### src/rtl/fp32_result_serializer_if.sv
`default_nettype none
// =============================================================================
// Module      : fp32_result_serializer_if
// Description : Handshake bundle between the FP32 multiplier stage, the
//               result serializer and the downstream byte consumer.
//               The serializer connects through the slave modport; the
//               environment driving products and accepting bytes uses master.
// Revision    : 1.0 - initial release
// =============================================================================
interface fp32_result_serializer_if;
   logic        prod_valid;
   logic [31:0] product;
   logic        prod_ready;
   logic [7:0]  byte_out;
   logic        byte_valid;
   logic        byte_ready;
   logic        byte_last;
   logic        busy;
   logic [7:0]  frame_cnt;

   modport slave (
      input  prod_valid, product, byte_ready,
      output prod_ready, byte_out, byte_valid, byte_last, busy, frame_cnt
   );

   modport master (
      output prod_valid, product, byte_ready,
      input  prod_ready, byte_out, byte_valid, byte_last, busy, frame_cnt
   );
endinterface
`default_nettype wire

### src/rtl/fp32_result_serializer.sv
`default_nettype none
// =============================================================================
// Module      : fp32_result_serializer
// Description : Captures one IEEE-754 single-precision product and sends it
//               as a framed byte stream with valid/ready handshaking.
//               Define FP32_SER_CLASS_EN to append a fifth, class byte
//               (zero/inf/NaN/denormal/sign flags) to every frame.
// Revision    : 1.0 - initial release
// =============================================================================
module fp32_result_serializer #(
   parameter int MSB_FIRST = 1
) (
   input  wire logic                clk,
   input  wire logic                reset,
   fp32_result_serializer_if.slave  bus
);

   typedef enum logic [0:0] {
      ST_IDLE = 1'b0,
      ST_SEND = 1'b1
   } state_t;

`ifdef FP32_SER_CLASS_EN
   localparam logic [2:0] c_LAST_IDX = 3'd4;
`else
   localparam logic [2:0] c_LAST_IDX = 3'd3;
`endif

   state_t      r_state;
   logic [31:0] r_word;
   logic [2:0]  r_idx;
   logic        r_prod_ready;
   logic [7:0]  r_byte_out;
   logic        r_byte_valid;
   logic        r_byte_last;
   logic [7:0]  r_frame_cnt;

   logic [2:0]  w_idx_nxt;
   logic [7:0]  w_class;

   assign w_idx_nxt = r_idx + 3'd1;

`ifdef FP32_SER_CLASS_EN
   logic w_exp_zero;
   logic w_exp_ones;
   logic w_mant_nz;

   assign w_exp_zero = (r_word[30:23] == 8'h00);
   assign w_exp_ones = (r_word[30:23] == 8'hFF);
   assign w_mant_nz  = (r_word[22:0] != 23'd0);

   // Class flags of the latched word; constant for the whole frame.
   assign w_class = {3'b000,
                     r_word[31],
                     w_exp_zero &  w_mant_nz,
                     w_exp_ones &  w_mant_nz,
                     w_exp_ones & ~w_mant_nz,
                     w_exp_zero & ~w_mant_nz};
`else
   assign w_class = 8'h00;
`endif

   // Byte presented at a given frame position; position 4 is the class byte,
   // which always trails the four data bytes whatever the byte order.
   function automatic logic [7:0] f_pick(input logic [31:0] word,
                                         input logic [2:0]  idx,
                                         input logic [7:0]  cls);
      logic [7:0] b;
      b = 8'h00;
      case (idx)
         3'd0:    b = (MSB_FIRST != 0) ? word[31:24] : word[7:0];
         3'd1:    b = (MSB_FIRST != 0) ? word[23:16] : word[15:8];
         3'd2:    b = (MSB_FIRST != 0) ? word[15:8]  : word[23:16];
         3'd3:    b = (MSB_FIRST != 0) ? word[7:0]   : word[31:24];
         default: b = cls;
      endcase
      return b;
   endfunction

   // Frame FSM: capture in IDLE, advance one byte per accepted handshake in
   // SEND; all handshake outputs are registered alongside the state.
   always_ff @(posedge clk or negedge reset) begin
      if (!reset) begin
         r_state      <= ST_IDLE;
         r_word       <= 32'd0;
         r_idx        <= 3'd0;
         r_prod_ready <= 1'b0;
         r_byte_out   <= 8'h00;
         r_byte_valid <= 1'b0;
         r_byte_last  <= 1'b0;
         r_frame_cnt  <= 8'd0;
      end else begin
         case (r_state)
            ST_IDLE: begin
               if (r_prod_ready && bus.prod_valid) begin
                  r_state      <= ST_SEND;
                  r_word       <= bus.product;
                  r_idx        <= 3'd0;
                  r_prod_ready <= 1'b0;
                  r_byte_valid <= 1'b1;
                  r_byte_out   <= f_pick(bus.product, 3'd0, 8'h00);
                  r_byte_last  <= 1'b0;
               end else begin
                  // Also raises ready on the first edge out of reset.
                  r_prod_ready <= 1'b1;
               end
            end
            ST_SEND: begin
               // byte_valid is always high here, so ready alone is a transfer.
               if (bus.byte_ready) begin
                  if (r_idx == c_LAST_IDX) begin
                     r_state      <= ST_IDLE;
                     r_idx        <= 3'd0;
                     r_prod_ready <= 1'b1;
                     r_byte_valid <= 1'b0;
                     r_byte_out   <= 8'h00;
                     r_byte_last  <= 1'b0;
                     r_frame_cnt  <= r_frame_cnt + 8'd1;
                  end else begin
                     r_idx        <= w_idx_nxt;
                     r_byte_out   <= f_pick(r_word, w_idx_nxt, w_class);
                     r_byte_last  <= (w_idx_nxt == c_LAST_IDX);
                  end
               end
            end
            default: begin
               r_state <= ST_IDLE;
            end
         endcase
      end
   end

   assign bus.prod_ready = r_prod_ready;
   assign bus.byte_out   = r_byte_out;
   assign bus.byte_valid = r_byte_valid;
   assign bus.byte_last  = r_byte_last;
   assign bus.busy       = (r_state == ST_SEND);
   assign bus.frame_cnt  = r_frame_cnt;

endmodule
`default_nettype wire

### src/flat_wrapper.sv
// flat-port wrapper written by rule: the top's interface ports become plain ports
module fp32_result_serializer_flat 
#(
   parameter int MSB_FIRST = 1
)
  (clk, reset, bus_prod_valid, bus_product, bus_byte_ready, bus_prod_ready, bus_byte_out, bus_byte_valid, bus_byte_last, bus_busy, bus_frame_cnt);
  fp32_result_serializer_if bus_i ();
  input  wire logic clk;
  input  wire logic reset;
  input wire logic [$bits(bus_i.prod_valid)-1:0] bus_prod_valid;
  input wire logic [$bits(bus_i.product)-1:0] bus_product;
  input wire logic [$bits(bus_i.byte_ready)-1:0] bus_byte_ready;
  output wire logic [$bits(bus_i.prod_ready)-1:0] bus_prod_ready;
  output wire logic [$bits(bus_i.byte_out)-1:0] bus_byte_out;
  output wire logic [$bits(bus_i.byte_valid)-1:0] bus_byte_valid;
  output wire logic [$bits(bus_i.byte_last)-1:0] bus_byte_last;
  output wire logic [$bits(bus_i.busy)-1:0] bus_busy;
  output wire logic [$bits(bus_i.frame_cnt)-1:0] bus_frame_cnt;
  assign bus_i.prod_valid = bus_prod_valid;
  assign bus_i.product = bus_product;
  assign bus_i.byte_ready = bus_byte_ready;
  assign bus_prod_ready = bus_i.prod_ready;
  assign bus_byte_out = bus_i.byte_out;
  assign bus_byte_valid = bus_i.byte_valid;
  assign bus_byte_last = bus_i.byte_last;
  assign bus_busy = bus_i.busy;
  assign bus_frame_cnt = bus_i.frame_cnt;
  fp32_result_serializer #(.MSB_FIRST(MSB_FIRST)) u_core (.clk(clk), .reset(reset), .bus(bus_i));
endmodule
### config.mk
export PLATFORM = sky130hd
export DESIGN_NAME = fp32_result_serializer_flat
export DESIGN_NICKNAME = d
export VERILOG_FILES = /design/src/rtl/fp32_result_serializer_if.sv /design/src/rtl/fp32_result_serializer.sv /design/src/flat_wrapper.sv
export SDC_FILE = /design/constraint.sdc
export NUM_CORES = 1
export LEC_CHECK = 0
export ABC_AREA = 1
export CAP_MARGIN = 20
export CORE_ASPECT_RATIO = 0.7
export CORE_MARGIN = 2
export CORE_UTILIZATION = 45
export DETAILED_ROUTE_END_ITERATION = 7
export PLACE_DENSITY_LB_ADDON = 0.08
export SETUP_SLACK_MARGIN = 0.5
export SLEW_MARGIN = 20
export SYNTH_ARGS = -nofsm -noshare
export SYNTH_HDL_FRONTEND = slang
export SYNTH_SLANG_ARGS = --single-unit
### constraint.sdc
create_clock -name clk -period 1.79 [get_ports clk]
set_input_delay 0.358 -clock clk [delete_from_list [all_inputs] [get_ports clk]]
set_output_delay 0.358 -clock clk [all_outputs]
set_load 0.05 [all_outputs]
# --- After elaboration in Yosys (flattened, before gate mapping) ---
# Cells that the tools add are included.
word_totals:
  reg_bits: 55
  latch_bits: 0
  ramBits: 0
  romBits: 0
  input_bits: 36
  wordCells: 50
  memories: 0
classes:
  add_sub_neg: 2
  multipliers: 0
  div_mod_pow: 0
  magnitude_cmp: 0
  n_eq_ne: 7
  n_shift: 0
  muxes: 25
  bitwise: 1
  n_reduce_logical: 7
ops:
  columns: ["op", "count"]
  rows:
  - ["case mux 8 bit (4 select lines)", 1]
  - ["two-way mux 8 bit", 3]
  - ["case mux 8 bit (2 select lines)", 1]
  - ["two-way mux 1 bit", 12]
  - ["== test 3 x 2 -> 1 bit, second input constant", 3]
  - ["two-way mux 3 bit", 3]
  - ["adder 8 x 1 -> 8 bit, second input constant", 1]
  - ["case mux 1 bit (2 select lines)", 4]
  - ["case mux 3 bit (2 select lines)", 1]
  - ["AND reduction 2 bit", 3]
  - ["AND reduction 3 bit", 2]
  - ["!= test 2 bit, second input constant", 2]
  - ["adder 3 x 1 -> 3 bit, second input constant", 1]
  - ["== test 3 x 1 -> 1 bit, second input constant", 1]
  - ["logical NOT 3 bit", 1]
  - ["!= test 2 x 1 -> 1 bit, second input constant", 1]
  - ["logical AND 1 bit", 1]
  - ["NOT 1 bit", 1]

# --- Logic depth before layout (Yosys ltp) ---
depth:
  word_depth: 6
  mapped_depth: 10
  mapped_depth_nobuf: 8

# --- Worst setup path after synthesis ---
# OpenSTA, ideal clock, no wires.
synth_path:
  kind: "reg2reg"
  from: "register u_core.r_idx[0]"
  to: "register u_core.r_byte_out[4] (netlist: u_core.bus.byte_out[4])"
  t_arrival_ps: 1568
  required_ps: 1713
  slack_ps: 145
  stages_incl_launch_ff: 11
  n_path_buf: 2
  synth_period_minus_slack_ps: 1645
  cell_sequence: "dfrtp_1 > ha_1 > ha_1 > buf_2 > buf_2 > nand3_1 > nand2_1 > inv_1 > nand2_1 > nand2_1 > a21oi_1"
synth_via:
  elab_chain_len: 6
  word_cells_on_any_way: 10
  classes_between: "add/sub: 1; eq/ne: 4; mux: 4; reduce/logical: 1"
synth_lines:
  columns: ["item", "line_no", "rtl"]
  rows:
  - ["start: declaration", "fp32_result_serializer.sv:31", "logic [2:0] r_idx;"]
  - ["start signal: assignment", "fp32_result_serializer.sv:120", "r_idx <= w_idx_nxt;"]
  - ["adder 3 x 1 -> 3 bit", "fp32_result_serializer.sv:41", "assign w_idx_nxt = r_idx + 3'd1;"]
  - ["== test 3 x 2 -> 1 bit (tied with other cells)", "fp32_result_serializer.sv:70", "case (idx)"]
  - ["case mux 8 bit (4 select lines)", "fp32_result_serializer.sv:70", null]
  - ["two-way mux 8 bit (*)", "fp32_result_serializer.sv:111", "if (r_idx == c_LAST_IDX) begin"]
  - ["two-way mux 8 bit (*)", "fp32_result_serializer.sv:110", "if (bus.byte_ready) begin"]
  - ["case mux 8 bit (2 select lines) (*)", "fp32_result_serializer.sv:93", "case (r_state)"]
  - ["end signal: assignment", "fp32_result_serializer.sv:101", "r_byte_out <= f_pick(bus.product, 3'd0, 8'h00);"]
  - ["end signal: assignment", "fp32_result_serializer.sv:121", "r_byte_out <= f_pick(r_word, w_idx_nxt, w_class);"]
  - ["end: declaration", "fp32_result_serializer.sv:33", "logic [7:0] r_byte_out;"]
# Mark *: on every way between the ends. The rest lies on a longest branch, timed or not. The select of a mux whose other input is x is not followed.
# A chain may end at the register's enable or synchronous reset.

# --- Worst setup path after layout ---
layout_path:
  from: "register u_core.r_idx[0]"
  to: "register u_core.r_byte_out[5] (netlist: u_core.bus.byte_out[5])"
# The elaborated chain is that of the path after synthesis.

==> results.py <==
metrics = {
    "setup_path": {
        "timing.critical_path.cells": "ha_4 > ha_4 > buf_12 > clkbuf_16 > nand3_1 > nand2_1 > inv_1 > nand2_1 > nand2_1 > a21oi_1",
        "arrival_ns": 1.97,
        "r2r-start": "u_core.r_idx[0]",
        "ff2ff_path_depth": 10,
        "worst-path-max-fanout": 7,
        "rrSetupSlack_ns": 0.06,
        "crit_buf_inv": 3,
        "cp-start-kind": "flop",
        "crit_family": "adder cells",
        "endpoint_kind": "flop",
        "worst_path_most_repeated_cell": "nand2_1",
        "slowest_stage": "dfrtp_2",
        "critPathKind": "flop to flop",
        "reg2reg_to": "u_core.bus.byte_out[5]",
        "worstPathRequired_ns": 2.03,
        "cpPeakStageDelay_ns": 0.46,
    },
    "pwr": {
        "p_clk_share_pct": 10.8,
        "power_density_mw_per_mm2": 1740,
        "p_comb_share_pct": 57.1,
        "p_switching_mw": 3.12,
        "intPower_mw": 3.78,
        "seq_power_share_pct": 32.1,
        "netSwitchingFraction_pct": 45.1,
        "leakagePower_nw": 2.05,
        "irDropWorstVdd_v": 0.000678,
    },
    "drt": {
        "antenna_left": 0,
        "vias_per_cell": 4.86,
        "drc": 0,
        "drt-initial-drc-count": 114,
        "vias": 2519,
        "finalWirelength_um": 7320,
        "first_pass_iters": 4,
        "wire_per_inst_um": 14.1,
    },
    "hold_path": {
        "hp-class": "input pin to flop",
        "whs_path_depth": 3,
        "hp-start": "bus_byte_ready",
        "hold_path_end": "u_core.r_idx[2]",
    },
    "cts": {
        "cts_tree": "yes",
        "cts_root_buf": "clkbuf_8",
        "h-tree-depth": 2,
        "clk_pin_slew_ns": 0.10,
        "clk_latency_ns": 0.30,
        "numCtsBuffers": 5,
        "clockBufferDepth": 2,
        "cts_sinks": 55,
    },
    "synth": {
        "async_flop_share_pct": 100,
        "ys_ff_latch": 55,
        "avgSynthCellArea_um2": 7.65,
        "syn_nets": 403,
        "synth-seq-area-share_pct": 50.1,
        "synth_edf_count": 0,
        "yosys_warnings": 0,
        "synth_cell_type_count": 20,
        "postSynthCellCount": 359,
        "ys.flop_type": "dfrtp_1",
        "syn_area_mm2": 0.00275,
    },
    "die": {
        "die_h_um": 69.4,
        "initial_core_util_pct": 47.3,
        "row_count": 23,
        "core-area_mm2": 0.00581,
        "fp.dieW_um": 97.4,
        "boundaryPins": 56,
        "die_area_mm2": 0.00676,
    },
    "global_route": {
        "antenna_found_initial": 0,
        "grt_use_met2_pct": 34.2,
        "grt_pass1_vias": 2509,
        "grt_pass1_wl_um": 11900,
        "grt_overflow": 0,
        "grt_use_met3_pct": 5.04,
        "met1_usage_pct": 31.4,
        "top_usage_layer": "met2",
        "grt_util_all_layers_pct": 21.8,
        "grt_start_max_net_pins": 42,
    },
    "timing": {
        "fmax_ghz": 0.578,
        "tns_ns": 0,
        "worst_slew_pin_slew_ns": 0.371,
        "max_slew_margin_pct": 75.3,
        "fin_crit_sh_pct": 96.6,
        "final-hold-violation-count": 0,
        "drv_slew": 0,
        "setup_viol": 0,
        "skew_ns": 0.00540,
        "rsz0062_at_grt": "true",
        "period_needed_ns": 1.73,
    },
    "run_status": {
        "status": "finished, final reports clean",
    },
    "job": {
        "max_cap_violations": 0,
    },
    "finish": {
        "nNetsFinal": 486,
        "syn_to_final_growth_pct": 44.0,
        "instances_no_fill": 518,
        "layout-drive-gt1-share_pct": 23.9,
        "num_antenna_cells": 0,
    },
    "placed_design": {
        "portBuffers": 55,
        "hpwl_um": 4930,
        "gp_congestion": 0.857,
        "dp.cells": 488,
    },
}
[layout by cell type, fill, tap and decap left out, types with 4 or more instances in the layout]
cell and count:
a21oi_2 6, o21ai_1 5, nand3_2 5, dfrtp_1 47, dfrtp_2 8, o21ai_0 5
ha_1 4, nand3_1 33, nor2_1 10, buf_4 33, buf_6 15, nand2_2 5
clkdlybuf4s50_1 33, nand2_1 156, buf_12 6, inv_1 29, clkbuf_8 7
[per-stage QoR]
stage          hold slack (ns)  utilization [%]  area [µm²]  setup slack, ns  power, mW
5_1_grt                  0.460             68.1        3960         -0.00191       7.37
3_3_place_gp             0.290             59.8        3480           0.0884       5.36
2_1_floorplan           0.0624                -        2820            0.267       4.38
4_1_cts                  0.490             65.0        3780           0.0974       6.52
6_report                 0.440             68.1        3960           0.0600       6.90
3_5_place_dp             0.295             59.8        3480           0.0228       5.40
[cells by family after synthesis]
family,after synthesis,share of synthesized area (%)
xor gates and xnor gates,4,1.28
buffers and inverters,50,7.56
DFF,55,50.1
AOI/OAI and AO/OA,21,4.10
adders and majority gates,8,3.64
and+or+nand+nor,221,33.3
[cell usage after synthesis (3+ instances only)]
cell / instances / share of area [%]
a21oi_1: 8 / 1.5
a22oi_1: 3 / 0.82
buf_2: 16 / 2.9
dfrtp_1: 55 / 50
ha_1: 8 / 3.6
inv_1: 31 / 4.2
inv_2: 3 / 0.41
nand2_1: 161 / 22
nand3_1: 38 / 6.9
nand4_1: 3 / 0.68
nor2_1: 13 / 1.8
o21ai_0: 7 / 1.3
o21ai_1: 3 / 0.55
xor2_1: 3 / 0.96
[final cells by class]
class	count	area, µm²
timing repair buffer	92	947
tap	75	93.8
multi-input combinational	254	1300
inverter	34	133
clock buffer	8	100
fill	478	1860
sequential	55	1390
[worst max-delay path by stage]
stage	startpoint	end	cells past startpoint
6_report	u_core.r_idx[0]	u_core.bus.byte_out[5]	10
5_1_grt	u_core.r_idx[0]	u_core.bus.byte_out[2]	10
4_1_cts	u_core.r_idx[0]	u_core.bus.byte_out[0]	10
3_5_place_dp	bus_prod_valid	u_core.bus.byte_out[4]	6
3_3_place_gp	bus_prod_valid	u_core.bus.byte_out[5]	5
2_1_floorplan	u_core.r_idx[1]	u_core.bus.byte_out[4]	10
[worst min-delay path: stages]
cell and delay [ns]:
dlymetal6s2s_1 0.19, nand3_1 0.11, o21ai_1 0.06
[registers in the layout, summed over array words and instances, names as in the netlist]
signal                 count
u_core.bus.byte_valid      1
u_core.bus.busy            1
u_core.r_idx               3
u_core.bus.byte_out        8
u_core.bus.prod_ready      1
u_core.bus.byte_last       1
u_core.r_word             32
u_core.bus.frame_cnt       8
[power by group through the flow]
stage / clock, mW / combinational, mW / sequential (mW)
floorplan: 0 / 1.65 / 2.74
global placement: 0 / 3.15 / 2.21
detailed placement: 0 / 3.19 / 2.21
CTS: 0.754 / 3.59 / 2.18
global route: 0.814 / 4.28 / 2.28
finish: 0.748 / 3.94 / 2.21
[what timing repair did]
action	4_1_cts	5_1_grt
hold buffers	1	0
pin swaps	13	13
gates resized for setup	21	28
setup endpoints to repair	63	47
gates cloned	1	1
buffers inserted	12	7
endpoints found under the hold margin	14	0
[per-layer routing]
metal | vias to the layer above | wire length [µm]
met1 | 1179 | 3650
met3 | 7 | 322
met4 | 0 | 59
met5 | - | 0
li1 | 1277 | -
met2 | 56 | 3290
(Power assumes the default switching activity.)
